===== src/rtl/uart_fifo_cfg.sv =====
// uart_fifo_cfg: buffered full-duplex UART with show-ahead RX/TX FIFOs, fill counts and sticky errors.
// Optional macro UART_LOOPBACK_EN adds iLoopback, which feeds the TX line into the RX path and parks oTx high.
module uart_fifo_cfg #(
    parameter int unsigned pClkFreq     = 48_000_000,
    parameter int unsigned pBaudRate    = 115200,
    parameter int unsigned pDataBits    = 8,
    parameter int unsigned pParity      = 0,
    parameter int unsigned pStopBits    = 1,
    parameter int unsigned pRxFifoDepth = 16,
    parameter int unsigned pTxFifoDepth = 16
) (
    input  logic                            iClk,
    input  logic                            iResetn,
    input  logic                            iRx,
`ifdef UART_LOOPBACK_EN
    input  logic                            iLoopback,
`endif
    output logic                            oTx,
    output logic [pDataBits-1:0]            oRxData,
    input  logic                            iRxRead,
    output logic                            oRxEmpty,
    output logic [$clog2(pRxFifoDepth):0]   oRxCount,
    input  logic [pDataBits-1:0]            iTxData,
    input  logic                            iTxWrite,
    output logic                            oTxFull,
    output logic [$clog2(pTxFifoDepth):0]   oTxCount,
    output logic                            oTxBusy,
    output logic [2:0]                      oErrFlags,
    input  logic                            iErrClear
);

    localparam int unsigned BIT      = pClkFreq / pBaudRate;
    localparam int unsigned HALF     = BIT / 2;
    localparam int unsigned STOP_LEN = BIT * pStopBits;
    localparam int unsigned TW       = $clog2(STOP_LEN + 1);
    localparam int unsigned DBW      = $clog2(pDataBits);
    localparam int unsigned RAW      = $clog2(pRxFifoDepth);
    localparam int unsigned TAW      = $clog2(pTxFifoDepth);
    localparam int unsigned RCW      = RAW + 1;
    localparam int unsigned TCW      = TAW + 1;

    localparam logic [TW-1:0]  BIT_LAST  = TW'(BIT - 1);
    localparam logic [TW-1:0]  HALF_LAST = TW'(HALF - 1);
    localparam logic [TW-1:0]  STOP_LAST = TW'(STOP_LEN - 1);
    localparam logic [DBW-1:0] DATA_LAST = DBW'(pDataBits - 1);
    localparam logic           ODD       = (pParity == 1);
    localparam logic           PAR_EN    = (pParity != 0);

    localparam logic [2:0] TX_IDLE   = 3'd0;
    localparam logic [2:0] TX_START  = 3'd1;
    localparam logic [2:0] TX_DATA   = 3'd2;
    localparam logic [2:0] TX_PARITY = 3'd3;
    localparam logic [2:0] TX_STOP   = 3'd4;

    localparam logic [2:0] RX_IDLE   = 3'd0;
    localparam logic [2:0] RX_START  = 3'd1;
    localparam logic [2:0] RX_DATA   = 3'd2;
    localparam logic [2:0] RX_PARITY = 3'd3;
    localparam logic [2:0] RX_STOP   = 3'd4;
    localparam logic [2:0] RX_BREAK  = 3'd5;

    // ---------------------------------------------------------------- TX FIFO
    logic [pDataBits-1:0] txMem [pTxFifoDepth];
    logic [TAW-1:0]       txWrPtr, txRdPtr;
    logic [TCW-1:0]       txCountNext;
    logic [pDataBits-1:0] txHead;
    logic                 txPush, txPop, txEmpty;

    assign txEmpty     = (oTxCount == '0);
    assign txHead      = txMem[txRdPtr];
    assign txPush      = iTxWrite && !oTxFull;
    assign txCountNext = oTxCount + TCW'(txPush) - TCW'(txPop);

    always_ff @(posedge iClk) begin
        if (txPush) txMem[txWrPtr] <= iTxData;
    end

    // ---------------------------------------------------------------- TX engine
    logic [2:0]           txState, txStateNext;
    logic [TW-1:0]        txTimer, txTimerNext;
    logic [DBW-1:0]       txBit, txBitNext;
    logic [pDataBits-1:0] txShift, txShiftNext;
    logic                 txPar, txParNext;
    logic                 txLine, txLineNext, txOutNext;

    always_comb begin
        txStateNext = txState;
        txTimerNext = txTimer;
        txBitNext   = txBit;
        txShiftNext = txShift;
        txParNext   = txPar;
        txLineNext  = txLine;
        txPop       = 1'b0;
        case (txState)
            TX_IDLE: begin
                txLineNext = 1'b1;
                if (!txEmpty) begin
                    txPop       = 1'b1;
                    txShiftNext = txHead;
                    txParNext   = (^txHead) ^ ODD;
                    txTimerNext = '0;
                    txLineNext  = 1'b0;
                    txStateNext = TX_START;
                end
            end
            TX_START: begin
                txTimerNext = txTimer + TW'(1);
                if (txTimer == BIT_LAST) begin
                    txTimerNext = '0;
                    txBitNext   = '0;
                    txLineNext  = txShift[0];
                    txStateNext = TX_DATA;
                end
            end
            TX_DATA: begin
                txTimerNext = txTimer + TW'(1);
                if (txTimer == BIT_LAST) begin
                    txTimerNext = '0;
                    if (txBit == DATA_LAST) begin
                        txLineNext  = PAR_EN ? txPar : 1'b1;
                        txStateNext = PAR_EN ? TX_PARITY : TX_STOP;
                    end else begin
                        txBitNext   = txBit + DBW'(1);
                        txShiftNext = txShift >> 1;
                        txLineNext  = txShift[1];
                    end
                end
            end
            TX_PARITY: begin
                txTimerNext = txTimer + TW'(1);
                if (txTimer == BIT_LAST) begin
                    txTimerNext = '0;
                    txLineNext  = 1'b1;
                    txStateNext = TX_STOP;
                end
            end
            TX_STOP: begin
                txTimerNext = txTimer + TW'(1);
                if (txTimer == STOP_LAST) begin
                    txTimerNext = '0;
                    // Chain straight into the next start bit so queued frames leave no idle gap.
                    if (!txEmpty) begin
                        txPop       = 1'b1;
                        txShiftNext = txHead;
                        txParNext   = (^txHead) ^ ODD;
                        txLineNext  = 1'b0;
                        txStateNext = TX_START;
                    end else begin
                        txLineNext  = 1'b1;
                        txStateNext = TX_IDLE;
                    end
                end
            end
            default: begin
                txLineNext  = 1'b1;
                txStateNext = TX_IDLE;
            end
        endcase
    end

`ifdef UART_LOOPBACK_EN
    assign txOutNext = iLoopback ? 1'b1 : txLineNext;
`else
    assign txOutNext = txLineNext;
`endif

    always_ff @(posedge iClk or negedge iResetn) begin
        if (!iResetn) begin
            txState  <= TX_IDLE;
            txTimer  <= '0;
            txBit    <= '0;
            txShift  <= '0;
            txPar    <= 1'b0;
            txLine   <= 1'b1;
            oTx      <= 1'b1;
            txWrPtr  <= '0;
            txRdPtr  <= '0;
            oTxCount <= '0;
            oTxFull  <= 1'b0;
            oTxBusy  <= 1'b0;
        end else begin
            txState  <= txStateNext;
            txTimer  <= txTimerNext;
            txBit    <= txBitNext;
            txShift  <= txShiftNext;
            txPar    <= txParNext;
            txLine   <= txLineNext;
            oTx      <= txOutNext;
            txWrPtr  <= txWrPtr + TAW'(txPush);
            txRdPtr  <= txRdPtr + TAW'(txPop);
            oTxCount <= txCountNext;
            oTxFull  <= (txCountNext == TCW'(pTxFifoDepth));
            oTxBusy  <= (txCountNext != '0) || (txStateNext != TX_IDLE);
        end
    end

    // ---------------------------------------------------------------- RX synchroniser
    logic rxIn, rxMeta, rxSync, rxPrev;

`ifdef UART_LOOPBACK_EN
    assign rxIn = iLoopback ? txLine : iRx;
`else
    assign rxIn = iRx;
`endif

    always_ff @(posedge iClk or negedge iResetn) begin
        if (!iResetn) begin
            rxMeta <= 1'b1;
            rxSync <= 1'b1;
            rxPrev <= 1'b1;
        end else begin
            rxMeta <= rxIn;
            rxSync <= rxMeta;
            rxPrev <= rxSync;
        end
    end

    // ---------------------------------------------------------------- RX engine
    logic [2:0]           rxState, rxStateNext;
    logic [TW-1:0]        rxTimer, rxTimerNext;
    logic [DBW-1:0]       rxBit, rxBitNext;
    logic [pDataBits-1:0] rxShift, rxShiftNext;
    logic                 rxParErr, rxParErrNext;
    logic                 rxPushReq, setPar, setFrm;

    always_comb begin
        rxStateNext  = rxState;
        rxTimerNext  = rxTimer;
        rxBitNext    = rxBit;
        rxShiftNext  = rxShift;
        rxParErrNext = rxParErr;
        rxPushReq    = 1'b0;
        setPar       = 1'b0;
        setFrm       = 1'b0;
        case (rxState)
            RX_IDLE: begin
                if (rxPrev && !rxSync) begin
                    rxTimerNext  = '0;
                    rxParErrNext = 1'b0;
                    rxStateNext  = RX_START;
                end
            end
            RX_START: begin
                rxTimerNext = rxTimer + TW'(1);
                if (rxTimer == HALF_LAST) begin
                    rxTimerNext = '0;
                    rxBitNext   = '0;
                    rxStateNext = rxSync ? RX_IDLE : RX_DATA;
                end
            end
            RX_DATA: begin
                rxTimerNext = rxTimer + TW'(1);
                if (rxTimer == BIT_LAST) begin
                    rxTimerNext = '0;
                    rxShiftNext = {rxSync, rxShift[pDataBits-1:1]};
                    if (rxBit == DATA_LAST) begin
                        rxStateNext = PAR_EN ? RX_PARITY : RX_STOP;
                    end else begin
                        rxBitNext = rxBit + DBW'(1);
                    end
                end
            end
            RX_PARITY: begin
                rxTimerNext = rxTimer + TW'(1);
                if (rxTimer == BIT_LAST) begin
                    rxTimerNext  = '0;
                    rxParErrNext = (rxSync != ((^rxShift) ^ ODD));
                    rxStateNext  = RX_STOP;
                end
            end
            RX_STOP: begin
                rxTimerNext = rxTimer + TW'(1);
                if (rxTimer == BIT_LAST) begin
                    rxTimerNext = '0;
                    if (rxSync) begin
                        rxPushReq   = 1'b1;
                        setPar      = PAR_EN && rxParErr;
                        rxStateNext = RX_IDLE;
                    end else begin
                        setFrm      = 1'b1;
                        rxStateNext = RX_BREAK;
                    end
                end
            end
            RX_BREAK: begin
                if (rxSync) rxStateNext = RX_IDLE;
            end
            default: rxStateNext = RX_IDLE;
        endcase
    end

    // ---------------------------------------------------------------- RX FIFO
    logic [pDataBits-1:0] rxMem [pRxFifoDepth];
    logic [RAW-1:0]       rxWrPtr, rxRdPtr, rxRdPtrNext;
    logic [RCW-1:0]       rxCountNext;
    logic [pDataBits-1:0] rxHeadNext;
    logic                 rxFull, rxPush, rxPop, setOvr;

    assign rxFull      = (oRxCount == RCW'(pRxFifoDepth));
    assign rxPush      = rxPushReq && !rxFull;
    assign setOvr      = rxPushReq && rxFull;
    assign rxPop       = iRxRead && !oRxEmpty;
    assign rxCountNext = oRxCount + RCW'(rxPush) - RCW'(rxPop);
    assign rxRdPtrNext = rxRdPtr + RAW'(rxPop);

    // Registered head: the word being written this edge becomes head when nothing older remains.
    always_comb begin
        rxHeadNext = oRxData;
        if (rxCountNext != '0) begin
            if (rxPush && (rxRdPtrNext == rxWrPtr)) rxHeadNext = rxShift;
            else                                    rxHeadNext = rxMem[rxRdPtrNext];
        end
    end

    always_ff @(posedge iClk) begin
        if (rxPush) rxMem[rxWrPtr] <= rxShift;
    end

    always_ff @(posedge iClk or negedge iResetn) begin
        if (!iResetn) begin
            rxState   <= RX_IDLE;
            rxTimer   <= '0;
            rxBit     <= '0;
            rxShift   <= '0;
            rxParErr  <= 1'b0;
            rxWrPtr   <= '0;
            rxRdPtr   <= '0;
            oRxCount  <= '0;
            oRxEmpty  <= 1'b1;
            oRxData   <= '0;
            oErrFlags <= '0;
        end else begin
            rxState   <= rxStateNext;
            rxTimer   <= rxTimerNext;
            rxBit     <= rxBitNext;
            rxShift   <= rxShiftNext;
            rxParErr  <= rxParErrNext;
            rxWrPtr   <= rxWrPtr + RAW'(rxPush);
            rxRdPtr   <= rxRdPtrNext;
            oRxCount  <= rxCountNext;
            oRxEmpty  <= (rxCountNext == '0);
            oRxData   <= rxHeadNext;
            oErrFlags <= (oErrFlags & ~{3{iErrClear}}) | {setOvr, setPar, setFrm};
        end
    end

endmodule


===== config.mk =====
export PLATFORM = sky130hd
export DESIGN_NAME = uart_fifo_cfg
export DESIGN_NICKNAME = d
export VERILOG_FILES = /design/src/rtl/uart_fifo_cfg.sv
export SDC_FILE = /design/constraint.sdc
export NUM_CORES = 1
export LEC_CHECK = 0
export ABC_CLOCK_PERIOD_IN_PS = 4450
export CAP_MARGIN = 15
export CORE_MARGIN = 2
export CORE_UTILIZATION = 50
export CTS_CLUSTER_SIZE = 25
export DETAILED_ROUTE_END_ITERATION = 10
export DONT_BUFFER_PORTS = 1
export SLEW_MARGIN = 15
export SYNTH_ARGS = -nofsm -noshare
export SYNTH_HDL_FRONTEND = slang
export SYNTH_SLANG_ARGS = --single-unit
export TNS_END_PERCENT = 100

===== constraint.sdc =====
create_clock -name iClk -period 4.45 [get_ports iClk]
set_input_delay 0.89 -clock iClk [delete_from_list [all_inputs] [get_ports iClk]]
set_output_delay 0.89 -clock iClk [all_outputs]
set_load 0.005 [all_outputs]

# --- After elaboration in Yosys (flattened, before gate mapping) ---
# Memory sizes are Yosys's and may differ from the RTL's. A register that Yosys moved wholly into a read port is not among the register bits.
# Cells that the tools add are included.
# W data, S select, Z words.
classes:
  eq_ne: 30
  reduce_logical: 33
  bitwise_logic: 3
  n_addsub: 12
  muxes: 58
op_table:
  columns: ["operator", "n"]
  rows:
  - ["$mux W3", 20]
  - ["$mux W9", 5]
  - ["$mux W8", 4]
  - ["$ne A2 B2 Y1 const B", 14]
  - ["$pmux W9 S3", 1]
  - ["$pmux W8 S3", 1]
  - ["$mux W1", 19]
  - ["$add A9 B1 Y9 const B", 2]
  - ["$eq A9 B9 Y1 const B", 2]
  - ["$pmux W3 S6", 1]
  - ["$pmux W9 S2", 1]
  - ["$add A4 B1 Y4", 4]
  - ["$reduce_and A4 Y1", 4]
  - ["$eq A3 B3 Y1 const B", 5]
  - ["$pmux W3 S5", 1]
  - ["$eq A3 B2 Y1 const B", 4]
  - ["$pmux W3 S2", 2]
  - ["$add A5 B1 Y5", 2]
  - ["$eq A5 B5 Y1 const B", 2]
  - ["$logic_not A5 Y1", 2]
  - ["$reduce_bool A5 Y1", 2]
  - ["$sub A5 B1 Y5", 2]
  - ["$eq A9 B8 Y1 const B", 1]
  - ["$reduce_bool A3 Y1", 3]
  - ["other kinds (17)", 32]
word_totals:
  out_inout_bits: 25
  ram_bits: 256
  inputBits: 14
  register_bits: 82
  elab_cells: 160
  mem_count: 2
memory_table:
  columns: ["memory", "depth", "width", "read_ports", "rd_ports_with_merged_regs", "write_ports", "line", "text"]
  rows:
  - ["rxMem", 16, 8, 1, 1, 1, "293", "logic [pDataBits-1:0] rxMem [pRxFifoDepth];"]
  - ["txMem", 16, 8, 1, 0, 1, "63", "logic [pDataBits-1:0] txMem [pTxFifoDepth];"]

# --- Depth between registers and ports, before layout ---
depth:
  depth_word: 7
  ltp_mapped: 17
  depth_no_buf: 16

# --- Worst setup path after synthesis ---
# No wires, ideal clock.
synth_timing:
  path_type: "register to register"
  from: "register rxTimer[0]"
  to: "register oRxData[0], read port of rxMem"
  period_less_slack_ns: 3.656
  slack_ns: 0.794
  arrival_time_ns: 3.531
  t_required_ns: 4.325
  setup_ns: 0.125
  path_buffers: 1
  stages_incl_launch_ff: 17
  path_cell_list: "dfrtp_1 ha_1 and4b_1 and2_0 nand3_1 ha_1 inv_1 ha_1 inv_1 fa_1 inv_1 a21oi_1 o21bai_1 xnor2_1 or4_1 clkbuf_1 mux2_2"
synth_via:
  elab_chain_cells: 7
synth_rtl:
  columns: ["item", "line", "text"]
  rows:
  - ["start: declaration", "220", "logic [TW-1:0] rxTimer, rxTimerNext;"]
  - ["start signal: assignment", "334", "rxTimer <= rxTimerNext;"]
  - ["$eq A9 B9 Y1", "273", "if (rxTimer == BIT_LAST) begin"]
  - ["$mux W1", "273", null]
  - ["$mux W1", "235", "case (rxState)"]
  - ["$logic_and A1 B1 Y1", "300", "assign rxPush = rxPushReq && !rxFull;"]
  - ["$add A5 B1 Y5", "303", "assign rxCountNext = oRxCount + RCW'(rxPush) - RCW'(rxPop);"]
  - ["$sub A5 B1 Y5", "303", null]
  - ["named net rxCountNext[4]", "295", "logic [RCW-1:0] rxCountNext;"]
  - ["$reduce_bool A5 Y1", "309", "if (rxCountNext != '0) begin"]
  - ["end: declaration", "19", "output logic [pDataBits-1:0] oRxData,"]
# The timed path passes the listed nets, and every way through them passes these cells.
# A chain may end at the register's enable or synchronous reset.

# --- Final worst setup path ---
layout_timing:
  from: "register rxTimer[0]"
  to: "register oRxData[3], read port of rxMem"
# Same word-level chain as after synthesis.

==> run summary <==
Final Hold Slack -> 0.0773 ns
Port Buffers -> 0
Clk pwr share -> 0.357
ranking of synthesized cells by area -> edfxtp_1 (54%), dfrtp_1 (15%), mux4_2 (10%)
drt initial violations -> 459
design area -> 0.0160 mm²
CTS Sinks -> 346
CTS Root Cell -> clkbuf_16
Synth cell types -> 61
RePlAce Congestion -> 0.815
Final Max Tran Viols -> 0
Mapped Area -> 0.0144 mm²
P_int -> 6.24 mW
endpoints failing setup -> 0
hpwl dp -> 18100 µm
sequential element share of the synthesized area -> 0.693
Vias/cell -> 5.74
DR pass1 iterations -> 5
total CTS buffers -> 37
buffer count from post-CTS setup fixing -> 0
peak supply drop -> 438 µV
cell taking the most area after synthesis -> edfxtp_1
Worst slew margin -> 0.336
fin crit period -> 3.96 ns
DR WL/cell -> 21.7 µm
starting density of the core -> 0.504
Post-CTS Resized -> 0
Tot GR Track Use -> 0.192
Top FF cell, synth -> edfxtp_1
Seq pwr share -> 0.460
CP Buf/Inv Count -> 3
YS warnings -> 0
die height -> 173 µm
Post-Route Setup TNS -> 0 ns
Antenna Nets Post-Route -> 0
Syn Nets -> 897
area post-placement -> 0.0148 mm²
number of remaining DRC errors -> 0
Largest delay share family, worst path -> simple AND/OR/NAND/NOR gates
area grow syn2layout -> 11.7%
io pins -> 39
sw frac -> 0.267
vias post-DR -> 7382
Die ar. -> 0.0301 mm²
CTS Hold Bufs -> 0
CTS max path bufs -> 3
delay of the slowest critical-path stage -> 0.71 ns
largest net degree at the start of global routing -> 91
vias in the first global route -> 7929
DP Worst Slack -> 0.467 ns
Nets -> 915
diode count -> 0
status -> finished, final reports clean
Cell Pwr Density -> 531 mW/mm²
critical path's slowest cell -> or4_1
Data required, critical path -> 4.84 ns
Comb power frac -> 0.183
Fmax -> 252 MHz
Synth top area share -> 0.536
Net Switching -> 2.27 mW
fin worst setup slack -> 0.485 ns
fraction of the cycle the final worst path needs -> 0.891
grt total ovfl -> 0
Skew-Pair Late Insertion Delay -> 0.52 ns
H-tree depth -> 2
register bit total from synthesis -> 346
crit path capture type -> register
WL final -> 27900 µm
first-pass GRT wire length -> 44800 µm
Fillers -> 2198
Mapped Avg Cell Area -> 16.7 µm²
Pwr Total -> 8.51 mW
Async S/R FF share, synth -> 0.260
crit path launch type -> register
maximum fanout along the worst path -> 9
Lkg Pwr -> 5.30 nW
Core Region -> 0.0285 mm²
Max-cap violations -> 0
CTS tree -> built
die width -> 173 µm
HP Class -> primary input to asynchronous set/reset pin
Final Hold Viols -> 0
worst reg2reg setup slack -> 0.49 ns
Worst Clk Skew -> 0.0208 ns
critical path arrival -> 4.36 ns
share of layout cells above drive strength 1 -> 0.195
Worst Tran Pin Value -> 0.996 ns
Cells after Synth -> 857
CP Class -> register to register
initial antenna violation count -> 0
worst path cell trace -> ha_1, and4b_1, and2_0, nand3_1, ha_1, inv_1, ha_1, inv_1, fa_1, inv_1, a21oi_1, o21bai_1, xnor2_1, or4_1, mux2_2
Row Count -> 62
RSZ-0062 raised after global routing -> false
CTS clk-pin slew, worst paths -> 0.06 ns
EDFF count, synth -> 256
## registers in the layout, summed over array words and instances (netlist names), 3 cells and up
| name | flops |
|---|---|
| oTxCount | 5 |
| oRxCount | 5 |
| txTimer | 9 |
| rxMem | 128 |
| rxWrPtr | 4 |
| txBit | 3 |
| rxRdPtr | 4 |
| rxState | 3 |
| rxShift | 8 |
| txRdPtr | 4 |
| txMem | 128 |
| rxBit | 3 |
| txWrPtr | 4 |
| oRxData | 8 |
| txShift | 8 |
| txState | 3 |
| rxTimer | 9 |
| oErrFlags | 3 |
## metrics by stage
stage / cells / utilization
CTS: 1286 / 0.563
finish: 1286 / 0.563
detailed placement: 1220 / 0.521
global placement: 1220 / 0.520
global route: 1286 / 0.563
floorplan: 857 / -
## worst reg2reg max path: cells and delay by family (launching register included)
kind | cells | cell delay [ns]
simple gates | 4 | 1.45
flops | 1 | 0.41
fa+ha+maj | 4 | 1.11
mux | 1 | 0.34
xor+xnor | 1 | 0.09
buf+inv | 3 | 0.20
compound gates | 2 | 0.24
## worst paths after layout
check | from | endpoint | depth (start not counted)
min in group iClk | rxMeta | rxSync | 0
max in group asynchronous | iResetn | rxSync | 0
min | iResetn | rxRdPtr[1] | 0
max | rxTimer[0] | oRxData[3] | 15
max reg2reg | rxTimer[0] | oRxData[3] | 15
min reg2reg | rxMeta | rxSync | 0
## layout make-up
cell class | count | area [µm²] | area share
sequential | 346 | 9950 | 0.620
multi-input combinational | 446 | 4150 | 0.259
clock buffer | 49 | 1020 | 0.0637
tap | 384 | 480 | 0.0300
clock inverter | 17 | 195 | 0.0122
timing repair buffer | 16 | 133 | 0.00827
inverter | 28 | 105 | 0.00655
## cells in the mapped netlist, types with 18 or more instances
| cell | n |
|---|---|
| mux4_2 | 66 |
| nor2_1 | 52 |
| mux2i_1 | 26 |
| clkbuf_1 | 20 |
| a21oi_1 | 35 |
| nand2_1 | 33 |
| inv_1 | 28 |
| dfrtp_1 | 85 |
| nand3_1 | 19 |
| edfxtp_1 | 256 |
| o21ai_0 | 20 |
| mux2_2 | 23 |
| ha_1 | 24 |
| xor2_1 | 18 |
## power by group through the flow
| stage | clock network (mW) | registers, mW | logic [mW] |
|---|---|---|---|
| floorplan | 0 | 3.89 | 1.26 |
| global route | 3.25 | 3.95 | 1.72 |
| detailed placement | 0 | 3.98 | 1.58 |
| global placement | 0 | 3.96 | 1.52 |
| CTS | 3.10 | 3.92 | 1.59 |
| finish | 3.04 | 3.92 | 1.56 |
## kinds of logic after synthesis
logic type,count (synthesis),share of synthesized area
buf+inv,65,0.0189
xor+xnor,29,0.0195
compound gates,101,0.0432
mux,116,0.141
flops,346,0.693
fa+ha+maj,26,0.0237
simple gates,174,0.0612
## per-layer routing
layer  vias to the layer above  part of all wire  global-route usage
li1                       3363                 -                   -
met1                      3816              0.42               0.253
met2                       159              0.51               0.332
met3                        44             0.046              0.0360
met4                         0             0.021              0.0505
met5                         -                 0                   0
## cells in the final DEF (no fill, tap or decap), drive strengths merged, types with 6 or more instances in the layout
cell type | netlist | final
nand2b | 9 | 9
o21ai | 24 | 24
a22oi | 15 | 15
ha | 24 | 24
nor3 | 15 | 15
nand2 | 33 | 33
clkbuf | 21 | 49
inv | 28 | 28
mux2 | 24 | 24
a21oi | 36 | 36
clkinv | 0 | 12
edfxtp | 256 | 256
buf | 16 | 16
mux4 | 66 | 66
or3 | 6 | 6
mux2i | 26 | 26
nand3b | 6 | 6
dfrtp | 85 | 85
nor2 | 52 | 52
xnor2 | 9 | 9
xor2 | 20 | 20
nand3 | 20 | 20
Power figures use the tool's default switching activity.
